==> src/rtl/spi_frame_receiver.sv <==
// Deserialises MSB-first frames from an oversampled two-wire SPI link.
// Optional checksum flag output: define SPI_RX_CHECKSUM_EN.
module spi_frame_receiver #(
  parameter int DATA_W       = 40,
  parameter int IDLE_TIMEOUT = 64,
  parameter int CNT_W        = 8
) (
  input  logic              clk,
  input  logic              reset,
  input  logic              spi_sclk,
  input  logic              spi_data,
  output logic [DATA_W-1:0] rx_data,
  output logic              rx_valid,
  input  logic              rx_ready,
  output logic [CNT_W-1:0]  bit_count,
  output logic              frame_err,
  output logic              overrun,
`ifdef SPI_RX_CHECKSUM_EN
  output logic              chk_err,
`endif
  output logic              busy
);

  typedef enum logic {
    IDLE,
    SHIFT
  } state_t;

  state_t            state;
  state_t            state_n;
  logic [1:0]        sclk_sync;
  logic [1:0]        data_sync;
  logic              sclk_dly;
  logic              sample;
  logic              bit_in;
  logic [DATA_W-1:0] shift_reg;
  logic [DATA_W-1:0] shift_n;
  logic [DATA_W-1:0] word;
  logic [DATA_W-1:0] data_n;
  logic [CNT_W-1:0]  cnt_n;
  logic [CNT_W-1:0]  idle_cnt;
  logic [CNT_W-1:0]  idle_n;
  logic              valid_n;
  logic              fe_n;
  logic              ov_n;
  logic              last_bit;
  logic              timeout;
  logic              complete;
  logic              load;

  // sclk and data see identical delay, so the bit pairs with its edge
  always_ff @(posedge clk or posedge reset) begin
    if (reset) begin
      sclk_sync <= '0;
      data_sync <= '0;
      sclk_dly  <= 1'b0;
    end else begin
      sclk_sync <= {sclk_sync[0], spi_sclk};
      data_sync <= {data_sync[0], spi_data};
      sclk_dly  <= sclk_sync[1];
    end
  end

  assign sample   = sclk_sync[1] & ~sclk_dly;
  assign bit_in   = data_sync[1];
  assign word     = {shift_reg[DATA_W-2:0], bit_in};
  assign last_bit = (bit_count == CNT_W'(DATA_W - 1));
  assign timeout  = (idle_cnt == CNT_W'(IDLE_TIMEOUT - 1));
  assign busy     = (state == SHIFT);

  always_comb begin
    state_n  = state;
    shift_n  = shift_reg;
    cnt_n    = bit_count;
    idle_n   = idle_cnt;
    complete = 1'b0;
    fe_n     = 1'b0;
    unique case (state)
      IDLE: begin
        idle_n = '0;
        cnt_n  = '0;
        if (sample) begin
          shift_n = word;
          cnt_n   = CNT_W'(1);
          state_n = SHIFT;
        end
      end
      SHIFT: begin
        if (sample) begin
          shift_n = word;
          idle_n  = '0;
          if (last_bit) begin
            cnt_n    = '0;
            complete = 1'b1;
            state_n  = IDLE;
          end else begin
            cnt_n = bit_count + CNT_W'(1);
          end
        end else if (timeout) begin
          fe_n    = 1'b1;
          shift_n = '0;
          cnt_n   = '0;
          idle_n  = '0;
          state_n = IDLE;
        end else begin
          idle_n = idle_cnt + CNT_W'(1);
        end
      end
      default: state_n = IDLE;
    endcase
  end

  // a finished frame may replace a word leaving in the same cycle
  always_comb begin
    data_n  = rx_data;
    valid_n = rx_valid;
    load    = 1'b0;
    ov_n    = 1'b0;
    if (rx_valid && rx_ready) begin
      valid_n = 1'b0;
    end
    if (complete) begin
      if (!rx_valid || rx_ready) begin
        load    = 1'b1;
        data_n  = word;
        valid_n = 1'b1;
      end else begin
        ov_n = 1'b1;
      end
    end
  end

  always_ff @(posedge clk or posedge reset) begin
    if (reset) begin
      state     <= IDLE;
      shift_reg <= '0;
      bit_count <= '0;
      idle_cnt  <= '0;
      rx_data   <= '0;
      rx_valid  <= 1'b0;
      frame_err <= 1'b0;
      overrun   <= 1'b0;
    end else begin
      state     <= state_n;
      shift_reg <= shift_n;
      bit_count <= cnt_n;
      idle_cnt  <= idle_n;
      rx_data   <= data_n;
      rx_valid  <= valid_n;
      frame_err <= fe_n;
      overrun   <= ov_n;
    end
  end

`ifdef SPI_RX_CHECKSUM_EN
  logic [7:0] chk_calc;
  logic       chk_n;

  assign chk_calc = word[39:32] ^ word[31:24]
                  ^ word[23:16] ^ word[15:8];

  always_comb begin
    chk_n = chk_err;
    if (!valid_n) begin
      chk_n = 1'b0;
    end else if (load) begin
      chk_n = (word[7:0] != chk_calc);
    end
  end

  always_ff @(posedge clk or posedge reset) begin
    if (reset) begin
      chk_err <= 1'b0;
    end else begin
      chk_err <= chk_n;
    end
  end
`endif

endmodule

==> config.mk <==
export PLATFORM = sky130hd
export DESIGN_NAME = spi_frame_receiver
export DESIGN_NICKNAME = d
export VERILOG_FILES = /design/src/rtl/spi_frame_receiver.sv
export SDC_FILE = /design/constraint.sdc
export NUM_CORES = 1
export LEC_CHECK = 0
export BUFFER_PORTS_ARGS = -buffer_cell sky130_fd_sc_hd__buf_2
export CAP_MARGIN = 20
export CORE_UTILIZATION = 25
export CTS_BUF_LIST = sky130_fd_sc_hd__clkbuf_16
export DETAILED_ROUTE_END_ITERATION = 6
export PLACE_DENSITY = 0.46
export REMOVE_ABC_BUFFERS = 1
export SLEW_MARGIN = 10
export SYNTH_ARGS = -nofsm -noshare
export SYNTH_HDL_FRONTEND = slang
export SYNTH_SLANG_ARGS = --single-unit
==> constraint.sdc <==
create_clock -name clk -period 2.9 [get_ports clk]
set_clock_uncertainty 0.15 [all_clocks]
set_input_delay 0.29 -clock clk [delete_from_list [all_inputs] [get_ports clk]]
set_output_delay 0.29 -clock clk [all_outputs]
set_load 0.02 [all_outputs]
== Word-level counts from Yosys, hierarchy flattened ==
Cells that the tools add are included.

* Bits in registers: 104
* Input bits: 5
* Output and inout bits: 52
* Logic and storage cells: 53

* $add $sub $neg: 2
* Eq/ne operators: 4
* Muxes and demuxes: 28
* Bitwise gates (word level): 3
* Reduce and logical (&&, ||, !) cells: 5

{| class="wikitable"
|+ Operators with widths
! cell !! number
|-
| 2-to-1 mux 39 bit || 3
|-
| case mux 39 bit (2 select lines) || 1
|-
| 2-to-1 mux 8 bit || 5
|-
| case mux 8 bit (2 select lines) || 2
|-
| adder 8 x 1 -> 8 bit (second input constant) || 2
|-
| == test 8 x 6 -> 1 bit (second input constant) || 2
|-
| 2-to-1 mux 1 bit || 16
|-
| AND reduction 2 bit || 2
|-
| inequality test 3 x 1 -> 1 bit (second input constant) || 1
|-
| inequality test 2 bit (second input constant) || 1
|-
| inverter 1 bit || 2
|-
| case mux 1 bit (2 select lines) || 1
|-
| bitwise AND 1 bit || 1
|-
| logical AND 1 bit || 1
|-
| zero test 1 bit || 1
|-
| logical OR 1 bit || 1
|}

== Longest topological paths before layout ==
Gate-level depths: netlist of the first run.

* Depth in word-level cells: 5
* Gate-level depth with buffers: 7

== Worst setup path after synthesis of the first run ==
Ideal clock, no wire load.

* Path type: flip-flop to flip-flop
* Start point: reg bit_count[0]
* End point: reg rx_data[0]
* Library setup time: 125 ps
* Data arrival time: 1959 ps
* Path slack: 666 ps
* Stages on the path, launching flop included: 7
* Path buffers: 1
* Clock period less this slack: 2234 ps
* Path through: dfrtp_1 -> ha_1 -> nor4b_4 -> nand4_2 -> nor3b_4 -> buf_6 -> mux2_4

* Longest elaborated chain between the ends: 5

{| class="wikitable"
|+ RTL lines
! what !! line !! RTL
|-
| start: declaration || 15 || <nowiki>output logic [CNT_W-1:0] bit_count,</nowiki>
|-
| start signal: assignment || 146 || <nowiki>bit_count <= cnt_n;</nowiki>
|-
| == test 8 x 6 -> 1 bit || 67 || <nowiki>assign last_bit = (bit_count == CNT_W'(DATA_W - 1));</nowiki>
|-
| 2-to-1 mux 1 bit || 92 || <nowiki>if (last_bit) begin</nowiki>
|-
| 2-to-1 mux 1 bit || 89 || <nowiki>if (sample) begin</nowiki>
|-
| 2-to-1 mux 1 bit || 78 || <nowiki>unique case (state)</nowiki>
|-
| AND reduction 2 bit (no source line) || n/a ||
|-
| end signal: assignment || 148 || <nowiki>rx_data <= data_n;</nowiki>
|-
| end: declaration || 12 || <nowiki>output logic [DATA_W-1:0] rx_data,</nowiki>
|}

Every way passes these cells.
A chain may end at the register's enable or synchronous reset.

== Worst setup path in the final report of the first run ==
* Start point: reg bit_count[0]
* End point: reg rx_data[39]

The elaborated chain is that of the path after synthesis.

==> results of run 1 <==
==> cell families after synthesis <==
family	after synthesis	share of synthesized area, %
and+or+nand+nor	41	6.16
adders and majority gates	3	0.906
xor gates and xnor gates	9	1.90
AOI/OAI and AO/OA	56	11.1
buffers and inverters	17	2.44
muxes	41	14.7
DFF	104	62.8
==> worst max path at each step <==
stage            startpoint            to  slack, ns  depth (start not counted)
3_5_place_dp   bit_count[0]   rx_data[16]       0.59                          6
4_1_cts        bit_count[0]    rx_data[1]       0.56                          6
3_3_place_gp   bit_count[0]    rx_data[2]       0.65                          6
6_report       bit_count[0]   rx_data[39]       0.56                          6
5_1_grt        bit_count[0]    rx_data[0]       0.46                          6
2_1_floorplan  sclk_sync[1]  shift_reg[0]      -0.57                          3
==> metrics by stage <==
step / power (mW) / utilization (%) / hold WS (ns)
6_report: 2.82 / 31.0 / 0.132
5_1_grt: 2.97 / 31.0 / 0.152
4_1_cts: 2.88 / 31.0 / 0.128
3_5_place_dp: 1.75 / 29.2 / 0.186
3_3_place_gp: 1.75 / 29.2 / 0.184
2_1_floorplan: 1.68 / - / 0.171
==> area by class of cell <==
cell class / instances / area [µm²]
timing repair buffer: 65 / 368
sequential: 104 / 2600
clock inverter: 6 / 38.8
clock buffer: 9 / 225
inverter: 3 / 13.8
fill: 1620 / 11100
multi-input combinational: 150 / 1460
tap: 216 / 270
==> worst max-delay path, cell delays in order (launching register included) <==
cell and delay, ns:
dfrtp_1 0.46, ha_1 0.22, nor4b_4 0.27, nand4_2 0.18, nor3b_4 0.26, buf_12 0.32, mux2_4 0.33
==> synth_stat cells (3+ instances only) <==
master,count,area share [%]
a21oi_1,3,0.36
xor2_1,4,0.85
xnor2_1,5,1.1
nor2_1,10,0.91
nand2b_1,3,0.45
o21ai_0,4,0.48
ha_1,3,0.91
clkbuf_1,7,0.63
dfrtp_1,104,63
inv_1,3,0.27
nand2_1,6,0.54
buf_6,4,1.1
mux2_4,40,14
nand3_1,5,0.60
a22o_1,42,8.9
==> report_power, final <==
group          switching [mW]  internal [mW]
logic                  0.0883         0.0651
clock network           0.529          0.573
registers              0.0578           1.51
==> metal layers <==
| metal | vias up | global-route usage, % | part of all wire (%) |
|---|---|---|---|
| met5 | - | 0 | 0 |
| met4 | 0 | 3.85 | 1.2 |
| met3 | 6 | 3.83 | 4.6 |
| met2 | 34 | 14.9 | 44 |
| met1 | 1215 | 14.1 | 50 |
| li1 | 1111 | - | - |
==> repair_timing <==
action,in CTS,in global routing
endpoints found under the hold margin,58,0
setup endpoints to repair,0,0
hold buffers,3,0
==> results_tabular.tex, run 1 <==
\begin{tabular}{lr}
\hline
Metric & Value \\
\hline
\multicolumn{2}{l}{\textbf{CTS}} \\
\quad Max Root-Sink Buffers & 2 \\
\quad Worst-skew pair later-pin latency & $\sim$0.34 ns \\
\quad Number of buffers created by CTS & 9 \\
\quad Gates resized, CTS repair & 0 \\
\quad Setup fix buffers added after clock tree synthesis & 0 \\
\quad CTS tree & done \\
\quad Total number of H-tree levels & 3 \\
\quad CTS Sinks & 104 \\
\quad Clock transition at the registers of the reported paths & about 0.07 ns \\
\quad Root buffer selected by CTS & clkbuf\_16 \\
\multicolumn{2}{l}{\textbf{Final layout}} \\
\quad Antenna cell count & 0 \\
\quad Final Net Count & $\sim$340 \\
\quad Max FFs per register & 40 \\
\quad Final instance count without filler cells & roughly 550 \\
\quad Final cell area excluding filler cells & approximately 0.005 mm² \\
\quad Share of final-layout standard cells stronger than drive strength 1 & 37.4\% \\
\quad Leading cell type in the layout, fill and taps excluded & dfrtp\_1 \\
\quad Commonest non-fill, non-tap cells in the layout & dfrtp\_1, buf\_2, a22o\_1, mux2\_4, nor2\_1 \\
\quad Area added between synthesis and finish & 20.2\% \\
\multicolumn{2}{l}{\textbf{Drt}} \\
\quad Final routed DRC violation total & 0 \\
\quad Average wire per cell in the routed design & between 10 and 15 µm \\
\quad Number of antenna-violating nets in the routed design & 0 \\
\quad Via density per instance & 4.28 \\
\quad Initial drt markers & just over 80 \\
\quad Detailed-router iteration count before antenna repair & 4 \\
\quad Detailed Route WL & between 8000 and 9000 µm \\
\quad Total vias in the final route & around 2400 \\
\multicolumn{2}{l}{\textbf{Setup path}} \\
\quad Data arrival time of the worst path & about 2.4 ns \\
\quad Highest fanout seen on the critical path & 40 \\
\quad Critical path required time & between 2 and 3 ns \\
\quad Depth of the worst register-to-register path & 6 \\
\quad Endpoint type of the worst setup path & flop \\
\quad Register-to-register setup slack & approximately 0.56 ns \\
\quad Critical path start-end classification & flop to flop \\
\quad Worst reg2reg startpoint & bit\_count[0] \\
\quad Capturing point of the worst reg2reg path & rx\_data[39] \\
\quad Kind of start point of the critical path & flop \\
\multicolumn{2}{l}{\textbf{Logic synthesis}} \\
\quad Synthesized instance count & around 270 \\
\quad Cell area after synthesis & about 0.0041 mm² \\
\quad Top flip-flop cell by instance count after synthesis & dfrtp\_1 \\
\quad Synth async-reset ratio & 100\% \\
\quad Sequential cell area fraction in the yosys report & about 63\% \\
\quad YS warnings & 0 \\
\quad Count of distinct cell types in the synthesized netlist & 37 \\
\quad Mapped Avg Cell Area & about 15 µm² \\
\quad Number of synthesized register bits & $\sim$100 \\
\quad Count of flip-flops with a built-in enable after synthesis & 0 \\
\multicolumn{2}{l}{\textbf{STA}} \\
\quad Number of hold-slack violations in the final timing report & 0 \\
\quad Minimum clock period after layout & around 2.3 ns \\
\quad Maximum operating frequency & 428 MHz \\
\quad Worst slew margin & approximately 50\% \\
\quad Final-layout setup total negative slack & 0 ns \\
\quad Final setup viols & 0 \\
\quad Final Max Slew Viols & 0 \\
\quad Period Utilization, post-route & between 80\% and 90\% \\
\quad Unrepaired setup endpoints after global routing & false \\
\quad Final worst setup slack & 0.562 ns \\
\quad Actual transition at the worst max-transition pin & between 0.7 and 0.8 ns \\
\multicolumn{2}{l}{\textbf{Outcome}} \\
\quad Run status & finished clean \\
\multicolumn{2}{l}{\textbf{GRT}} \\
\quad Vias in the first global route & 2470 \\
\quad Wire length of the first global-routing pass & between 10000 and 15000 µm \\
\quad Initial antenna violation count & 0 \\
\quad Largest net degree at the start of global routing & 60 \\
\quad Overflow left after global routing & 0 \\
\quad Total GRT Usage & between 10\% and 20\% \\
\multicolumn{2}{l}{\textbf{Die}} \\
\quad Die Span Y & 131 µm \\
\quad Std-Cell Core Area & between 0.015 and 0.02 mm² \\
\quad Area of the die & around 0.017 mm² \\
\quad Initial Util & between 20\% and 30\% \\
\quad Die W & approximately 130 µm \\
\quad Site Rows & between 40 and 50 \\
\quad Number of I/O pins & 57 \\
\multicolumn{2}{l}{\textbf{Hold path}} \\
\quad Cell count of the worst hold path & 3 \\
\quad Hold worst-path end & overrun \\
\quad Class of the worst hold path & primary input to flop \\
\quad Worst Min Path Start & rx\_ready \\
\multicolumn{2}{l}{\textbf{Power}} \\
\quad P per Cell Area & between 500 and 600 mW/mm² \\
\quad Leakage power figure & about 2.5 nW \\
\quad Maximum vdd ir drop & roughly 0.00026 V \\
\multicolumn{2}{l}{\textbf{Placed design}} \\
\quad Detailed Place HPWL & a little over 5000 µm \\
\quad Final estimated routing congestion in global placement & between 0.7 and 0.8 \\
\quad Port buffer count & 56 \\
\quad Total placed instance area & roughly 0.0047 mm² \\
\quad Pre-CTS WS & a little under 0.6 ns \\
\quad Total instance count after detailed placement & roughly 540 \\
\multicolumn{2}{l}{\textbf{Job}} \\
\quad MaxCap Viol Count & 0 \\
\hline
\end{tabular}
(Power assumes the default switching activity.)
==> run 2: changes to the inputs <==
--- a/config.mk
+++ b/config.mk
@@ -10,7 +10,7 @@
 export CORE_UTILIZATION = 25
 export CTS_BUF_LIST = sky130_fd_sc_hd__clkbuf_16
 export DETAILED_ROUTE_END_ITERATION = 6
-export PLACE_DENSITY = 0.46
+export PLACE_DENSITY = 0.44
 export REMOVE_ABC_BUFFERS = 1
 export SLEW_MARGIN = 10
 export SYNTH_ARGS = -nofsm -noshare
==> constraint.sdc (replaced) <==
create_clock -name clk -period 2.3 [get_ports clk]
set_clock_uncertainty 0.15 [all_clocks]
set_input_delay 0.23 -clock clk [delete_from_list [all_inputs] [get_ports clk]]
set_output_delay 0.23 -clock clk [all_outputs]
set_load 0.02 [all_outputs]
==> results_tabular.tex, run 2 (synthesis gave the netlist of run 1 again) <==
\begin{tabular}{lr}
\hline
Metric & Value \\
\hline
\multicolumn{2}{l}{\textbf{Final layout}} \\
\quad Area added between synthesis and finish & 24.5\% \\
\quad Count of fill cells added during filler insertion & $\sim$1600 \\
\quad Max FFs per register & 40 \\
\quad Antenna cell count & 0 \\
\quad Final Net Count & 350 \\
\quad Sequential cell area in the final layout & 0.00260 mm² \\
\quad Leading cell type in the layout, fill and taps excluded & dfrtp\_1 \\
\quad Area of the multi-input gates & around 0.0015 mm² \\
\quad Share of final-layout standard cells stronger than drive strength 1 & between 30\% and 40\% \\
\quad Commonest non-fill, non-tap cells in the layout & dfrtp\_1, buf\_2, a22o\_1, mux2\_4, clkbuf\_16 \\
\multicolumn{2}{l}{\textbf{Drt}} \\
\quad Final routed DRC violation total & 0 \\
\quad Detailed-router iteration count before antenna repair & 4 \\
\quad Detailed Route WL & 8690 µm \\
\quad Number of antenna-violating nets in the routed design & 0 \\
\quad Initial drt markers & 93 \\
\quad Average wire per cell in the routed design & around 15 µm \\
\quad Via density per instance & between 4 and 5 \\
\quad Total vias in the final route & 2429 \\
\multicolumn{2}{l}{\textbf{Die}} \\
\quad Die Span Y & $\sim$130 µm \\
\quad Initial Util & between 20 and 30\% \\
\quad Site Rows & 46 \\
\quad Number of I/O pins & 57 \\
\quad Area of the die & approximately 0.017 mm² \\
\quad Die W & around 130 µm \\
\quad Std-Cell Core Area & 0.0161 mm² \\
\multicolumn{2}{l}{\textbf{GRT}} \\
\quad Overflow left after global routing & 0 \\
\quad Total GRT Usage & 10.6\% \\
\quad Initial antenna violation count & 0 \\
\quad Wire length of the first global-routing pass & roughly 14000 µm \\
\quad Largest net degree at the start of global routing & 43 \\
\quad Vias in the first global route & about 2600 \\
\multicolumn{2}{l}{\textbf{Placed design}} \\
\quad Final estimated routing congestion in global placement & approximately 0.76 \\
\quad Detailed Place HPWL & around 5200 µm \\
\quad Port buffer count & 56 \\
\multicolumn{2}{l}{\textbf{Power}} \\
\quad Maximum vdd ir drop & about 0.00034 V \\
\quad Share of power burned in registers & a little over half \\
\quad P per Cell Area & $\sim$720 mW/mm² \\
\quad Internal & approximately 2.8 mW \\
\quad Leakage power figure & $\sim$2.6 nW \\
\quad Net Switching & around 0.88 mW \\
\quad Switching Fraction & a little under a quarter \\
\quad Relative contribution of combinational cells to total power & approximately 6\% \\
\quad Sum of internal, switching and leakage power & approximately 3.7 mW \\
\quad Portion of total power attributed to the clock network & $\sim$41\% \\
\multicolumn{2}{l}{\textbf{STA}} \\
\quad Final setup viols & 0 \\
\quad Maximum operating frequency & between 400 and 500 MHz \\
\quad Final Max Slew Viols & 0 \\
\quad Final-layout setup total negative slack & 0 ns \\
\quad Number of hold-slack violations in the final timing report & 0 \\
\quad Minimum clock period after layout & $\sim$2.2 ns \\
\quad Hold Worst Slack & about 0.051 ns \\
\quad Worst slew margin & 67.9\% \\
\quad Period Utilization, post-route & a little over nine tenths \\
\quad Actual transition at the worst max-transition pin & about 0.48 ns \\
\multicolumn{2}{l}{\textbf{CTS}} \\
\quad Total number of H-tree levels & 3 \\
\quad CTS tree & done \\
\quad Max Root-Sink Buffers & 2 \\
\quad Root buffer selected by CTS & clkbuf\_16 \\
\quad Number of buffers created by CTS & 9 \\
\quad Worst-skew pair later-pin latency & 0.34 ns \\
\quad Clock transition at the registers of the reported paths & roughly 0.070 ns \\
\quad CTS Sinks & approximately 100 \\
\multicolumn{2}{l}{\textbf{Setup path}} \\
\quad Kind of start point of the critical path & flop \\
\quad Highest fanout seen on the critical path & 10 \\
\quad Critical path start-end classification & flop to flop \\
\quad Endpoint type of the worst setup path & flop \\
\quad Critical path required time & 2.38 ns \\
\quad Data arrival time of the worst path & 2.29 ns \\
\multicolumn{2}{l}{\textbf{Outcome}} \\
\quad Run status & finished clean \\
\multicolumn{2}{l}{\textbf{Hold path}} \\
\quad Class of the worst hold path & primary input to flop \\
\multicolumn{2}{l}{\textbf{Job}} \\
\quad MaxCap Viol Count & 0 \\
\hline
\end{tabular}
run 2: critical path, stage by stage (launching register included):
cell	delay (ns)
dfrtp_1	0.36
ha_1	0.19
nor4b_4	0.26
nand4_2	0.18
nor3b_4	0.30
buf_12	0.16
buf_8	0.17
mux2_4	0.31
run 2: worst paths after layout:
kind,from,to,slack (ns),cells after the start
worst max-delay path,bit_count[0],rx_data[17],0.09,7
worst min-delay path,rx_ready,overrun,0.05,3
worst max register to register,bit_count[0],rx_data[17],0.09,7
worst min register to register,data_sync[0],data_sync[1],0.20,0
max in group asynchronous,reset,rx_data[37],0.94,4
min in group asynchronous,reset,data_sync[0],0.31,3
run 2: per-stage QoR:
step / setup WS [ns] / util (%) / cells / area [µm²]
finish: 0.0927 / 32.1 / 563 / 5160
global route: -0.0108 / 32.1 / 563 / 5160
CTS: 0.0690 / 31.6 / 559 / 5080
detailed placement: 0.0991 / 29.6 / 540 / 4750
global placement: 0.143 / 29.6 / 540 / 4750
floorplan: -1.17 / - / 257 / 4060
run 2: final cells by class:
type                    instances  share of cell area [%]
multi-input cells             150                    28.4
well taps                     216                    5.24
flip-flops and latches        104                    50.4
clock inverters                 7                    1.36
clock buffers                   9                    4.36
repair buffers                 74                    9.99
inverters                       3                   0.267
run 2: metal layers:
| layer | track usage [%] | routed length [µm] | vias up | part of all wire, % |
|---|---|---|---|---|
| met2 | 15.8 | 3960 | 47 | 46 |
| met4 | 3.65 | 111 | 0 | 1.3 |
| li1 | - | - | 1128 | - |
| met1 | 14.8 | 4270 | 1243 | 49 |
| met5 | 0 | 0 | - | 0 |
| met3 | 2.89 | 351 | 11 | 4.0 |
run 2: power groups by stage:
stage          clock, mW  combinational [mW]  sequential (mW)
4_1_cts             1.59               0.230             1.97
2_1_floorplan          0               0.131             1.99
3_5_place_dp           0               0.225             2.00
5_1_grt             1.65               0.254             1.98
6_report            1.53               0.223             1.96
3_3_place_gp           0               0.220             2.00
run 2: what timing repair did:
action                                  CTS  global route
hold buffers                              3             0
resized for setup                         0             5
hold endpoints to repair                 37             0
buffers inserted                          0             1
endpoints found under the setup margin    0             1
